===== src/rtl/stopwatch_btn_cmd.sv =====
// Purpose : turns the raw start/pause and stop buttons into debounced levels and single-cycle press pulses.
// Latency : a pulse and level rise follow SYNC_STAGES+DEBOUNCE_CNT-1 edges after the first sampled stable high.
// Backpr. : none; pulses are fire-and-forget and the consumer must accept one whenever it appears.
// Ports   : clk, rst (async, active high); i_btn_start_pause, i_btn_stop raw buttons, asynchronous to clk;
//           o_start_pause, o_stop registered one-cycle pulses; o_btn_level[0]=start/pause, [1]=stop, registered.
module stopwatch_btn_cmd #(
    parameter int SYNC_STAGES  = 2,
    parameter int DEBOUNCE_CNT = 500000
) (
    input  logic       clk,
    input  logic       rst,
    input  logic       i_btn_start_pause,
    input  logic       i_btn_stop,
    output logic       o_start_pause,
    output logic       o_stop,
    output logic [1:0] o_btn_level
);

    localparam int CW = $clog2(DEBOUNCE_CNT + 1);
    localparam logic [CW-1:0] CNT_MAX = CW'(DEBOUNCE_CNT);
    localparam logic [CW-1:0] CNT_ONE = CW'(1);

    typedef enum logic [1:0] {
        IDLE         = 2'd0,
        PRESS_WAIT   = 2'd1,
        HELD         = 2'd2,
        RELEASE_WAIT = 2'd3
    } state_t;

    // Channel 0 is start/pause, channel 1 is stop.
    logic [1:0]             raw;
    logic [SYNC_STAGES-1:0] sync_q [2];
    state_t                 state  [2];
    logic [CW-1:0]          cnt    [2];
    logic [1:0]             s;
    logic [1:0]             fire;

    assign raw = {i_btn_stop, i_btn_start_pause};

    // fire marks the edge on which a channel completes a debounced press.
    always_comb begin
        s    = '0;
        fire = '0;
        for (int i = 0; i < 2; i++) begin
            s[i]    = sync_q[i][SYNC_STAGES-1];
            fire[i] = (state[i] == PRESS_WAIT) && s[i] && (cnt[i] == CNT_MAX - CNT_ONE);
        end
    end

    // Reset parks each channel in RELEASE_WAIT: a button already held when
    // reset drops must be seen released for a full window before it can
    // produce a press, so no spurious command comes out of reset.
    always_ff @(posedge clk or posedge rst) begin
        if (rst) begin
            for (int i = 0; i < 2; i++) begin
                sync_q[i] <= '0;
                state[i]  <= RELEASE_WAIT;
                cnt[i]    <= '0;
            end
            o_start_pause <= 1'b0;
            o_stop        <= 1'b0;
            o_btn_level   <= 2'b11;
        end else begin
            for (int i = 0; i < 2; i++) begin
                sync_q[i] <= {sync_q[i][SYNC_STAGES-2:0], raw[i]};
                case (state[i])
                    IDLE: begin
                        o_btn_level[i] <= 1'b0;
                        if (s[i]) begin
                            state[i] <= PRESS_WAIT;
                            cnt[i]   <= CNT_ONE;
                        end else begin
                            cnt[i]   <= '0;
                        end
                    end
                    PRESS_WAIT: begin
                        if (!s[i]) begin
                            state[i]       <= IDLE;
                            cnt[i]         <= '0;
                            o_btn_level[i] <= 1'b0;
                        end else if (fire[i]) begin
                            state[i]       <= HELD;
                            cnt[i]         <= CNT_MAX;
                            o_btn_level[i] <= 1'b1;
                        end else begin
                            cnt[i]         <= (cnt[i] == CNT_MAX) ? cnt[i] : cnt[i] + CNT_ONE;
                            o_btn_level[i] <= 1'b0;
                        end
                    end
                    HELD: begin
                        o_btn_level[i] <= 1'b1;
                        if (!s[i]) begin
                            state[i] <= RELEASE_WAIT;
                            cnt[i]   <= CNT_ONE;
                        end
                    end
                    RELEASE_WAIT: begin
                        if (s[i]) begin
                            // Release bounce: fall back to HELD without a new pulse.
                            state[i]       <= HELD;
                            o_btn_level[i] <= 1'b1;
                        end else if (cnt[i] == CNT_MAX - CNT_ONE) begin
                            state[i]       <= IDLE;
                            cnt[i]         <= '0;
                            o_btn_level[i] <= 1'b0;
                        end else begin
                            cnt[i]         <= (cnt[i] == CNT_MAX) ? cnt[i] : cnt[i] + CNT_ONE;
                            o_btn_level[i] <= 1'b1;
                        end
                    end
                    default: begin
                        state[i]       <= IDLE;
                        cnt[i]         <= '0;
                        o_btn_level[i] <= 1'b0;
                    end
                endcase
            end
            // Stop wins a same-edge tie; the start/pause press is swallowed
            // (its channel still moves to HELD, so it never fires later).
            o_stop        <= fire[1];
            o_start_pause <= fire[0] & ~fire[1];
        end
    end

endmodule


===== config.mk =====
export PLATFORM = sky130hd
export DESIGN_NAME = stopwatch_btn_cmd
export DESIGN_NICKNAME = d
export VERILOG_FILES = /design/src/rtl/stopwatch_btn_cmd.sv
export SDC_FILE = /design/constraint.sdc
export NUM_CORES = 1
export LEC_CHECK = 0
export CAP_MARGIN = 20
export CORE_ASPECT_RATIO = 1.2
export CORE_MARGIN = 2
export CORE_UTILIZATION = 30
export CTS_CLUSTER_DIAMETER = 120
export DETAILED_ROUTE_END_ITERATION = 10
export DONT_BUFFER_PORTS = 1
export SKIP_CTS_REPAIR_TIMING = 1
export SLEW_MARGIN = 20
export SYNTH_ARGS = -nofsm -noshare
export SYNTH_HDL_FRONTEND = slang
export SYNTH_SLANG_ARGS = --single-unit

===== constraint.sdc =====
create_clock -name clk -period 2.8 [get_ports clk]
set_input_delay 0.14 -clock clk [delete_from_list [all_inputs] [get_ports clk]]
set_output_delay 0.14 -clock clk [all_outputs]
set_load 0.05 [all_outputs]

==> metrics.md, run 1 <==
| Metric | Value |
|---|---|
| Status | `completed` |
| Grt ovf | `0` |
| Antenna Violating Nets Remaining | `0` |
| Period utilization | `between 70% and 80%` |
| # IOs | `8` |
| Fraction of registers with async set/reset | `100%` |
| Worst-path fanout max | `9` |
| Yosys top cell area share | `38.6%` |
| Top cells by count, synth | `44 x dfrtp_1, 32 x nor2_1, 25 x nand3_1` |
| Largest net degree at the start of global routing | `between 40 and 50` |
| Global-route wire length before repair | `~10000 um` |
| # rows | `39` |
| Setup_tns | `0 ps` |
| Total power draw | `1420 uW` |
| Final setup skew | `4.09 ps` |
| CTS tree | `done` |
| Met2 GRT Util | `just under 20%` |
| Layout filler cell count | `980` |
| CTS Buf Count | `5` |
| CP endpoint kind | `register` |
| Clock-pin slew on the worst setup and hold paths | `approximately 70 ps` |
| WL/cell | `around 14 um` |
| Power density cells | `approximately 450 nW/um2` |
| Worst Path Required | `between 2000 and 3000 ps` |
| GRT met3 Usage | `2.65%` |
| Max Slew Vio Count | `0` |
| Max-cap violations | `0` |
| Final Hold Viols | `0` |
| Vias/cell | `around 5.3` |
| Worst-Margin Slew | `812 ps` |
| Crit Path Class | `reg -> reg` |
| Initial Utilization | `just over 30%` |
| Rel. slew slack | `a little under half` |
| Synth area leader | `dfrtp_1` |
| Inserted Diodes | `0` |
| NumNets Final | `just over 300` |
| Worst EP arrival | `approximately 2300 ps` |
| Post-synthesis sequential area ratio | `about 44%` |
| Wirelength, routed | `just under 6000 um` |
| GRT Overall Usage | `11.7%` |
| Synth Register Bits | `50` |
| Port bufs | `0` |
| Prevailing post-synth register cell | `dfrtp_1` |
| Leak | `around 0.0013 uW` |
| Finish-stage setup viols | `0` |
| Die Y | `111 um` |
| CTS H-tree lvls | `2` |
| Post-synthesis net count | `roughly 310` |
| Hold Path Class | `reg -> reg` |
| Yosys warning count | `0` |
| Post-Synthesis Cell Area | `approximately 2900 um2` |
| Worst VDD drop | `around 0.00026 V` |
| DIE WIDTH | `93 um` |
| # clock sinks | `50` |
| DP Wirelength | `a little over 4000 um` |
| RSZ-0062 raised after global routing | `no` |
| Initial DRC count | `between 100 and 150` |
| Area Overhead vs Synth | `10.0%` |
| Core ar. | `about 9400 um2` |
| Synth top area cells | `dfrtp_1 39%, dfstp_2 5.5%, xor2_1 5.2%` |
| Layout Utilization | `33.5%` |
| Clock Latency Late Sink | `290 ps` |
| Layout cells sized above 1 | `roughly 11%` |
| CTS Root Cell | `clkbuf_16` |
| Number of flops mapped to enable cells by yosys | `0` |
| CTS Buffer Depth | `2` |
| Die area | `slightly above 10000 um2` |
| GRT Max-Usage Layer | `met2` |
| Synth cell types | `55` |
| Initial antenna violation count | `0` |
| Worst setup SP type | `register` |
| Via count | `approximately 2300` |
| Drt pass-1 iters | `4` |
| Cell with the most instances after synthesis | `dfrtp_1` |
| Post-synthesis cell count | `around 300` |
| Syn avg cell area | `9.35 um2` |
| DR DRC count | `0` |
| RD Place Congestion | `0.796` |
| GR Util met1 | `between 10% and 20%` |
| Final period demand of the worst path | `2150 ps` |
| Vias in the first global route | `2170` |
| Fmax | `~0.47 GHz` |
-- where the power goes --
group	leakage, uW	internal, uW	total [uW]	switching (uW)
logic	0.000523	21.4	61.0	39.6
registers	0.000663	732	744	12.4
clock network	0.0000704	336	616	280
total	0.00126	1090	1420	332
-- cell families after synthesis --
logic type | Yosys count | synth area share, %
AOI/OAI and AO/OA | 55 | 14.1
xor gates and xnor gates | 19 | 5.84
adders and majority gates | 4 | 1.76
buffers and inverters | 26 | 3.99
DFF | 50 | 44.1
muxes | 6 | 2.28
and+or+nand+nor | 145 | 27.9
-- worst max-delay path: stages, from the launching register on --
cell and delay (ps):
dfrtp_1 460, ha_1 240, nand4_2 170, or3_4 410, o211a_1 310, a22o_1 230, a22o_1 220
-- metal layers --
metal | share of wire (%) | wire length, um | vias up
met5 | 0 | 0 | -
met4 | 0.72 | 42 | 0
met3 | 2.3 | 137 | 5
met2 | 50 | 2900 | 29
met1 | 47 | 2750 | 1132
li1 | - | - | 1106
-- worst paths after layout --
kind | start | end | slack (ps) | depth (start not counted)
max | cnt[19] | cnt[32] | 650 | 6
min | sync_q[0] | s[1] | 350 | 0
max reg2reg | cnt[19] | cnt[32] | 650 | 6
min reg2reg | sync_q[0] | s[1] | 350 | 0
max in group asynchronous | rst | o_btn_level[0] | 1720 | 3
min in group asynchronous | rst | cnt[15] | 450 | 2
-- flip-flops by register name (all words and copies together), names as in the netlist, named ones only --
signal         count
state              2
o_stop             1
o_start_pause      1
cnt               38
sync_q             2
o_btn_level        2
s                  2
-- cell type report --
class	instances	area [um2]	share of cell area [%]
tap	123	154	4.91
multi-input combinational	229	1480	47.1
timing repair buffer	7	60.1	1.91
sequential	50	1260	40.1
clock buffer	5	125	3.99
clock inverter	3	25.0	0.798
inverter	9	35.0	1.12
-- layout by cell type (no fill, tap or decap), types with 4 or more instances in the layout --
cell type / instances
ha_1: 4
xor2_1: 17
nor3_1: 7
o211ai_1: 6
clkbuf_16: 5
inv_1: 8
and2_1: 4
and4_1: 5
or3_1: 5
nor2_1: 32
a22o_1: 7
a21oi_1: 9
dfstp_2: 6
o21ai_0: 10
nand2_1: 23
nand3_1: 25
nand4_1: 10
buf_4: 4
and3_1: 9
nor4_1: 5
dfrtp_1: 44
mux2_2: 4
a31oi_1: 4
-- metrics by stage --
| stage | hold WS, ps | cells | setup WS, ps | cell area [um2] |
|---|---|---|---|---|
| CTS | -135 | 423 | 657 | 3110 |
| global placement | 171 | 415 | 676 | 2960 |
| global route | 364 | 426 | 401 | 3140 |
| detailed placement | 171 | 415 | 673 | 2960 |
| finish | 352 | 426 | 651 | 3140 |
| floorplan | 171 | 305 | 809 | 2850 |
(Power assumes the default switching activity.)
==> run 2: changes to the inputs <==
--- a/config.mk
+++ b/config.mk
@@ -5,6 +5,7 @@
 export SDC_FILE = /design/constraint.sdc
 export NUM_CORES = 1
 export LEC_CHECK = 0
+export ABC_AREA = 1
 export CAP_MARGIN = 20
 export CORE_ASPECT_RATIO = 1.2
 export CORE_MARGIN = 2
==> constraint.sdc (replaced) <==
create_clock -name clk -period 1.8 [get_ports clk]
set_input_delay 0.09 -clock clk [delete_from_list [all_inputs] [get_ports clk]]
set_output_delay 0.09 -clock clk [all_outputs]
set_load 0.05 [all_outputs]
==> metrics.md, run 2 <==
| Metric | Value |
|---|---|
| Status | `completed` |
| Crit Path Class | `reg -> reg` |
| Largest family of logic cells by synthesized area | `simple AND/OR/NAND/NOR gates` |
| Rel. slew slack | `68.4% (+23 points)` |
| Largest delay share family, worst path | `simple AND/OR/NAND/NOR gates` |
| Mux cell area share after synthesis | `0% (-2.3 points)` |
| # clock sinks | `50 (unchanged)` |
| Die area | `11500 um2 (+12%)` |
| Initial antenna violation count | `0 (unchanged)` |
| Max-cap violations | `0 (unchanged)` |
| Final Hold Viols | `0 (unchanged)` |
| Prevailing post-synth register cell | `dfrtp_1` |
| Largest net degree at the start of global routing | `23 (-53%)` |
| WL/cell | `12.4 um (-9.9%)` |
| Vias/cell | `4.79 (-10%)` |
| Placed Cells incl. Taps | `594 (+43%)` |
| Worst Path Required | `1980 ps (-1000 ps)` |
| Synth cell types | `27 (-51%)` |
| Yosys warning count | `0 (unchanged)` |
| Worst VDD drop | `0.000332 V (+29%)` |
| Non-Filler Instances | `612 (+44%)` |
| Worst setup SP type | `register` |
| Post-synthesis cell count | `462 (+51%)` |
| Top cells by count, synth | `150 x nand2_1, 61 x nor2_1, 55 x inv_1` |
| Largest Register | `cnt` |
| Place WS | `94.1 ps (-579 ps)` |
| Grt ovf | `0 (unchanged)` |
| Synth Register Bits | `50 (unchanged)` |
| CP endpoint kind | `register` |
| Fraction of registers with async set/reset | `100% (unchanged)` |
| CTS Root Cell | `clkbuf_16` |
| Post-Synthesis Cell Area | `3200 um2 (+12%)` |
| Via count | `2930 (+29%)` |
| Layout Utilization | `35.3% (+1.8 points)` |
| Final period demand of the worst path | `1710 ps (-436 ps)` |
| Inserted Diodes | `0 (unchanged)` |
| Slack of the critical path | `86.9 ps (-564 ps)` |
| # IOs | `8 (unchanged)` |
| Number of flops mapped to enable cells by yosys | `0 (unchanged)` |
| Synth Area in Compound Gates | `5.47% (-8.7 points)` |
| Wirelength, routed | `7560 um (+29%)` |
| Period utilization | `95.2% (+18 points)` |
| Core ar. | `10500 um2 (+12%)` |
| Global-route wire length before repair | `13100 um (+31%)` |
| GRT Overall Usage | `13.8% (+2.1 points)` |
| Max FFs per register | `38 (unchanged)` |
| Post-Synth XOR/XNOR Area | `3.01% (-2.8 points)` |
| Worst EP arrival | `1890 ps (-440 ps)` |
| CTS tree | `done` |
| Fmax | `0.584 GHz (+25%)` |
| Clock Latency Late Sink | `290 ps (about the same)` |
| Layout cells sized above 1 | `13.7% (+2.4 points)` |
| CTS H-tree lvls | `2 (unchanged)` |
| Slowest-stage cell, CP | `dfrtp_1` |
| CTS Buffer Depth | `2 (unchanged)` |
| Vias in the first global route | `2822 (+30%)` |
| DIE WIDTH | `98.3 um (+5.7%)` |
| Die Y | `117 um (+5.7%)` |
| Drt pass-1 iters | `5 (+1)` |
| Syn avg cell area | `6.93 um2 (-26%)` |
| RD Place Congestion | `0.904 (+14%)` |
| Post-Synth Adder-Cell Area | `1.56% (-0.19 points)` |
| Port bufs | `0 (unchanged)` |
| Antenna Violating Nets Remaining | `0 (unchanged)` |
| Synth area leader | `dfrtp_1` |
| Final setup skew | `5.26 ps (+1.18 ps)` |
| Crit path buf inv count | `1 (+1)` |
| CP most frequent cell | `nand2_1` |
| Layout filler cell count | `1137 (+16%)` |
| Cell with the most instances after synthesis | `nand2_1` |
| Cells along the critical path | `ha_2, nand2_1, nor2_2, inv_1, nor2_2, nand3_4, nand3_4, nand2_4, nand2_1, nand2_1` |
| Synth top area cells | `dfrtp_1 34%, nand2_1 18%, nor2_1 7.2%` |
| Commonest non-fill, non-tap cell in the layout | `nand2_1` |
| Power density cells | `632 nW/um2 (+39%)` |
| Post-synthesis net count | `470 (+50%)` |
| Most frequent cells in the layout | `148 x nand2_1, 60 x nor2_1, 53 x inv_1` |
| Hold Path Class | `in -> async` |
| Worst-Margin Slew | `473 ps (-339 ps)` |
| # rows | `41 (+5.1%)` |
| CTS Buf Count | `5 (unchanged)` |
| Finish-stage setup viols | `0 (unchanged)` |
| Initial Utilization | `30.6% (+0.16 points)` |
| CP peak stage delay | `400 ps (-60 ps)` |
| Clock-pin slew on the worst setup and hold paths | `70 ps (about the same)` |
| Leak | `0.00167 uW (+33%)` |
| Worst-path fanout max | `7 (-2)` |
| NumNets Final | `490 (+58%)` |
| DP Wirelength | `5650 um (+38%)` |
| DR DRC count | `0 (unchanged)` |
| Simple-gate portion of the synthesized area | `42.8% (+15 points)` |
| Post-synthesis sequential area ratio | `39.3% (-4.8 points)` |
| Area Overhead vs Synth | `15.4%` |
| Max Slew Vio Count | `0 (unchanged)` |
| Yosys top cell area share | `34.4% (-4.2 points)` |
| Initial DRC count | `152 (+46%)` |
run 2: cell types whose count changed after synthesis, sizes merged, moves of 6 or more:
cell | previous run | this run
nand3 | 25 | 47
and3 | 9 | 0
clkbuf | 10 | 1
o21ai | 11 | 19
a22o | 7 | 0
nor2 | 32 | 73
nand2 | 23 | 158
o211ai | 6 | 0
xor2 | 17 | 10
inv | 9 | 56
or3 | 6 | 0
nor4 | 6 | 0
run 2: worst paths after layout:
kind / to / start / slack [ps] / cells past startpoint
max in group asynchronous: async pin / rst / 830 / 3
worst min register to register: s[0] / sync_q[2] / 350 / 0
min in group clk: s[0] / sync_q[2] / 350 / 0
worst max-delay path: cnt[24] / cnt[19] / 90 / 10
worst max register to register: cnt[24] / cnt[19] / 90 / 10
worst min-delay path: cnt[37] / rst / 290 / 2
run 2: layout make-up:
class	instances	area, um2	area share [%]
Clock buffer	7	133	3.59
Timing Repair Buffer	21	165	4.47
Inverter	56	210	5.69
Multi-Input combinational cell	348	1740	47.0
Tap cell	129	161	4.37
Clock inverter	1	30.0	0.813
Sequential cell	50	1260	34.1
run 2: worst register-to-register path: cells and delay by family (launching register included):
| family | cells | cell delay (ps) |
|---|---|---|
| simple gates | 8 | 910 |
| flops | 1 | 400 |
| fa+ha+maj | 1 | 200 |
| buf+inv | 1 | 80 |
run 2: per-layer routing:
layer  track usage [%]  part of all wire [%]  vias to the layer above  routed length [um]
li1                  -                     -                     1508                   -
met1              17.4                    45                     1358                3430
met2              24.6                    50                       49                3810
met3              2.20                   2.1                       15                 158
met4              4.29                   2.1                        0                 160
met5                 0                     0                        -                   0
run 2: report_power, final:
part,total (uW),internal [uW],switching (uW)
combinational,109,34.8,74.3
sequential,1150,1140,15.9
clock,1070,658,413
run 2: metrics by stage:
stage | TNS [ps] | power, uW | hold WS, ps | cell area [um2]
2_1_floorplan | 0 | 1240 | 121 | 3200
3_3_place_gp | 0 | 1270 | 25.6 | 3410
3_5_place_dp | 0 | 1270 | 29.6 | 3410
4_1_cts | 0 | 2360 | -284 | 3570
5_1_grt | -547 | 2450 | 337 | 3690
6_report | 0 | 2330 | 287 | 3690
run 2: logic make-up (layout without fill, tap and decap cells):
kind of cell,Yosys count,after routing
buffers and inverters,64,85
AO/OA/AOI/OAI,31,31
adder cells (fa/ha/maj),4,4
AND/OR/NAND/NOR,302,302
flip-flops,50,50
XOR/XNOR,11,11
==> run 3: changes to the inputs <==
--- a/config.mk
+++ b/config.mk
@@ -7,12 +7,16 @@
 export LEC_CHECK = 0
 export ABC_AREA = 1
 export CAP_MARGIN = 20
+export CELL_PAD_IN_SITES_DETAIL_PLACEMENT = 1
+export CELL_PAD_IN_SITES_GLOBAL_PLACEMENT = 1
 export CORE_ASPECT_RATIO = 1.2
 export CORE_MARGIN = 2
 export CORE_UTILIZATION = 30
 export CTS_CLUSTER_DIAMETER = 120
+export CTS_CLUSTER_SIZE = 8
 export DETAILED_ROUTE_END_ITERATION = 10
 export DONT_BUFFER_PORTS = 1
+export PLACE_DENSITY_LB_ADDON = 0.1
 export SKIP_CTS_REPAIR_TIMING = 1
 export SLEW_MARGIN = 20
 export SYNTH_ARGS = -nofsm -noshare
==> metrics.md, run 3 (synthesis results as in run 2) <==
| Metric | Value |
|---|---|
| Hold Path Class | `in -> async` |
| Initial DRC count | `47 (-69%)` |
| Rel. slew slack | `62.0% (-6.4 points)` |
| CP endpoint kind | `register` |
| Initial antenna violation count | `0 (unchanged)` |
| Status | `completed` |
| # clock sinks | `50 (unchanged)` |
| Clock Latency Late Sink | `300 ps (about the same)` |
| Core ar. | `10500 um2 (unchanged)` |
| Register Area | `1260 um2 (about the same)` |
| Layout cells sized above 1 | `14.3% (+0.59 points)` |
| Worst EP arrival | `1910 ps (+20 ps)` |
| Vias/cell | `4.82 (+0.72%)` |
| Worst Path Required | `1980 ps (about the same)` |
| Reg-to-Reg End | `cnt[30]` |
| CTS H-tree lvls | `2 (unchanged)` |
| R2R Path Start | `cnt[20]` |
| Area Overhead vs Synth | `16.0%` |
| Hold Worst Slack | `309 ps (+22.4 ps)` |
| Worst R2R Setup Slack | `80 ps (about the same)` |
| GRT Overall Usage | `17.1% (+3.3 points)` |
| Die area | `11500 um2 (unchanged)` |
| NumNets Final | `491 (+0.20%)` |
| Wirelength, routed | `9210 um (+22%)` |
| Total power draw | `2360 uW (+1.3%)` |
| DIE WIDTH | `98.3 um (unchanged)` |
| Largest net degree at the start of global routing | `29 (+26%)` |
| Slack of the critical path | `79.1 ps (-7.79 ps)` |
| Fmax | `0.581 GHz (-0.45%)` |
| CTS Buffer Depth | `2 (unchanged)` |
| Worst-Margin Slew | `569 ps (+95.7 ps)` |
| Layout filler cell count | `1343 (+18%)` |
| Power density cells | `636 nW/um2 (+0.71%)` |
| CTS Buf Count | `5 (unchanged)` |
| Crit Path Class | `reg -> reg` |
| Worst setup SP type | `register` |
| Place WS | `-37.9 ps (-132 ps)` |
| Antenna Violating Nets Remaining | `0 (unchanged)` |
| Worst-path fanout max | `5 (-2)` |
| Worst VDD drop | `0.000331 V (about the same)` |
| Port bufs | `0 (unchanged)` |
| Vias in the first global route | `3126 (+11%)` |
| CTS tree | `done` |
| Drt pass-1 iters | `4 (-1)` |
| Clock-pin slew on the worst setup and hold paths | `70 ps (about the same)` |
| Die Y | `117 um (unchanged)` |
| # IOs | `8 (unchanged)` |
| Largest Register | `cnt` |
| Most frequent cells in the layout | `148 x nand2_1, 60 x nor2_1, 53 x inv_1` |
| Area of the multi-input gates | `1730 um2 (-0.36%)` |
| # rows | `41 (unchanged)` |
| Inserted Diodes | `0 (unchanged)` |
| CTS Root Cell | `clkbuf_16` |
| Initial Utilization | `30.6% (unchanged)` |
| Finish-stage setup viols | `0 (unchanged)` |
| DP Wirelength | `7180 um (+27%)` |
| Number of cells on the worst reg-to-reg path | `10 (unchanged)` |
| WL/cell | `15.0 um (+22%)` |
| Period utilization | `95.6% (+0.43 points)` |
| Leak | `0.00168 uW (+0.51%)` |
| Final Hold Viols | `0 (unchanged)` |
| Commonest non-fill, non-tap cell in the layout | `nand2_1` |
| Max Slew Vio Count | `0 (unchanged)` |
| CP endpoint | `cnt[30]` |
| Via count | `2956 (+0.89%)` |
| Global-route wire length before repair | `15500 um (+19%)` |
| DR DRC count | `0 (unchanged)` |
| Max FFs per register | `38 (unchanged)` |
| Grt ovf | `0 (unchanged)` |
| Crit path from | `cnt[20]` |
| Max-cap violations | `0 (unchanged)` |
| Final setup skew | `7.81 ps (+2.54 ps)` |
| RD Place Congestion | `0.800 (-11%)` |
| Final period demand of the worst path | `1720 ps (+7.79 ps)` |
## run 3: critical path: stages, from the launching register on
cell     delay (ps)
dfrtp_1         390
ha_2            210
nand2_2          90
nor2_2          160
inv_1            80
nor2_2          150
nand3_4         130
nand2_1         110
nand2_2         110
inv_4           120
nor2_1           60
## run 3: worst min path at each step
stage / startpoint / to / slack, ps
2_1_floorplan: i_btn_stop / sync_q[0] / 120
3_3_place_gp: rst / cnt[4] / 60
3_5_place_dp: rst / cnt[4] / 80
4_1_cts: rst / o_stop / -250
5_1_grt: rst / s[0] / 350
6_report: rst / o_stop / 310
## run 3: routing by layer
metal	wire length (um)	vias up	global-route usage, %
met5	0	-	0
met4	161	0	6.03
met3	137	11	2.55
met2	4980	16	33.2
met1	3930	1425	19.2
li1	-	1504	-
## run 3: final cells by class
type	instances	area share [%]
inverter	56	5.73
clock inverter	2	1.01
tap	129	4.34
sequential	50	33.9
clock buffer	6	3.47
multi-input combinational	348	46.5
timing repair buffer	22	4.98
## run 3: power by group
group	switching [uW]	internal, uW	leakage [uW]
Clock	438	657	0.0000771
Combinational	78.3	37.4	0.000939
Sequential	15.2	1140	0.000662
## run 3: per-stage QoR
stage / utilization, % / std cells / area, um2 / setup TNS (ps)
after floorplan: - / 462 / 3200 / 0
after global placement: 33.0 / 599 / 3460 / 0
after detailed placement: 33.0 / 599 / 3460 / -54.9
after CTS: 34.6 / 607 / 3620 / -172
after global routing: 35.5 / 613 / 3710 / -14.1
final: 35.5 / 613 / 3710 / 0
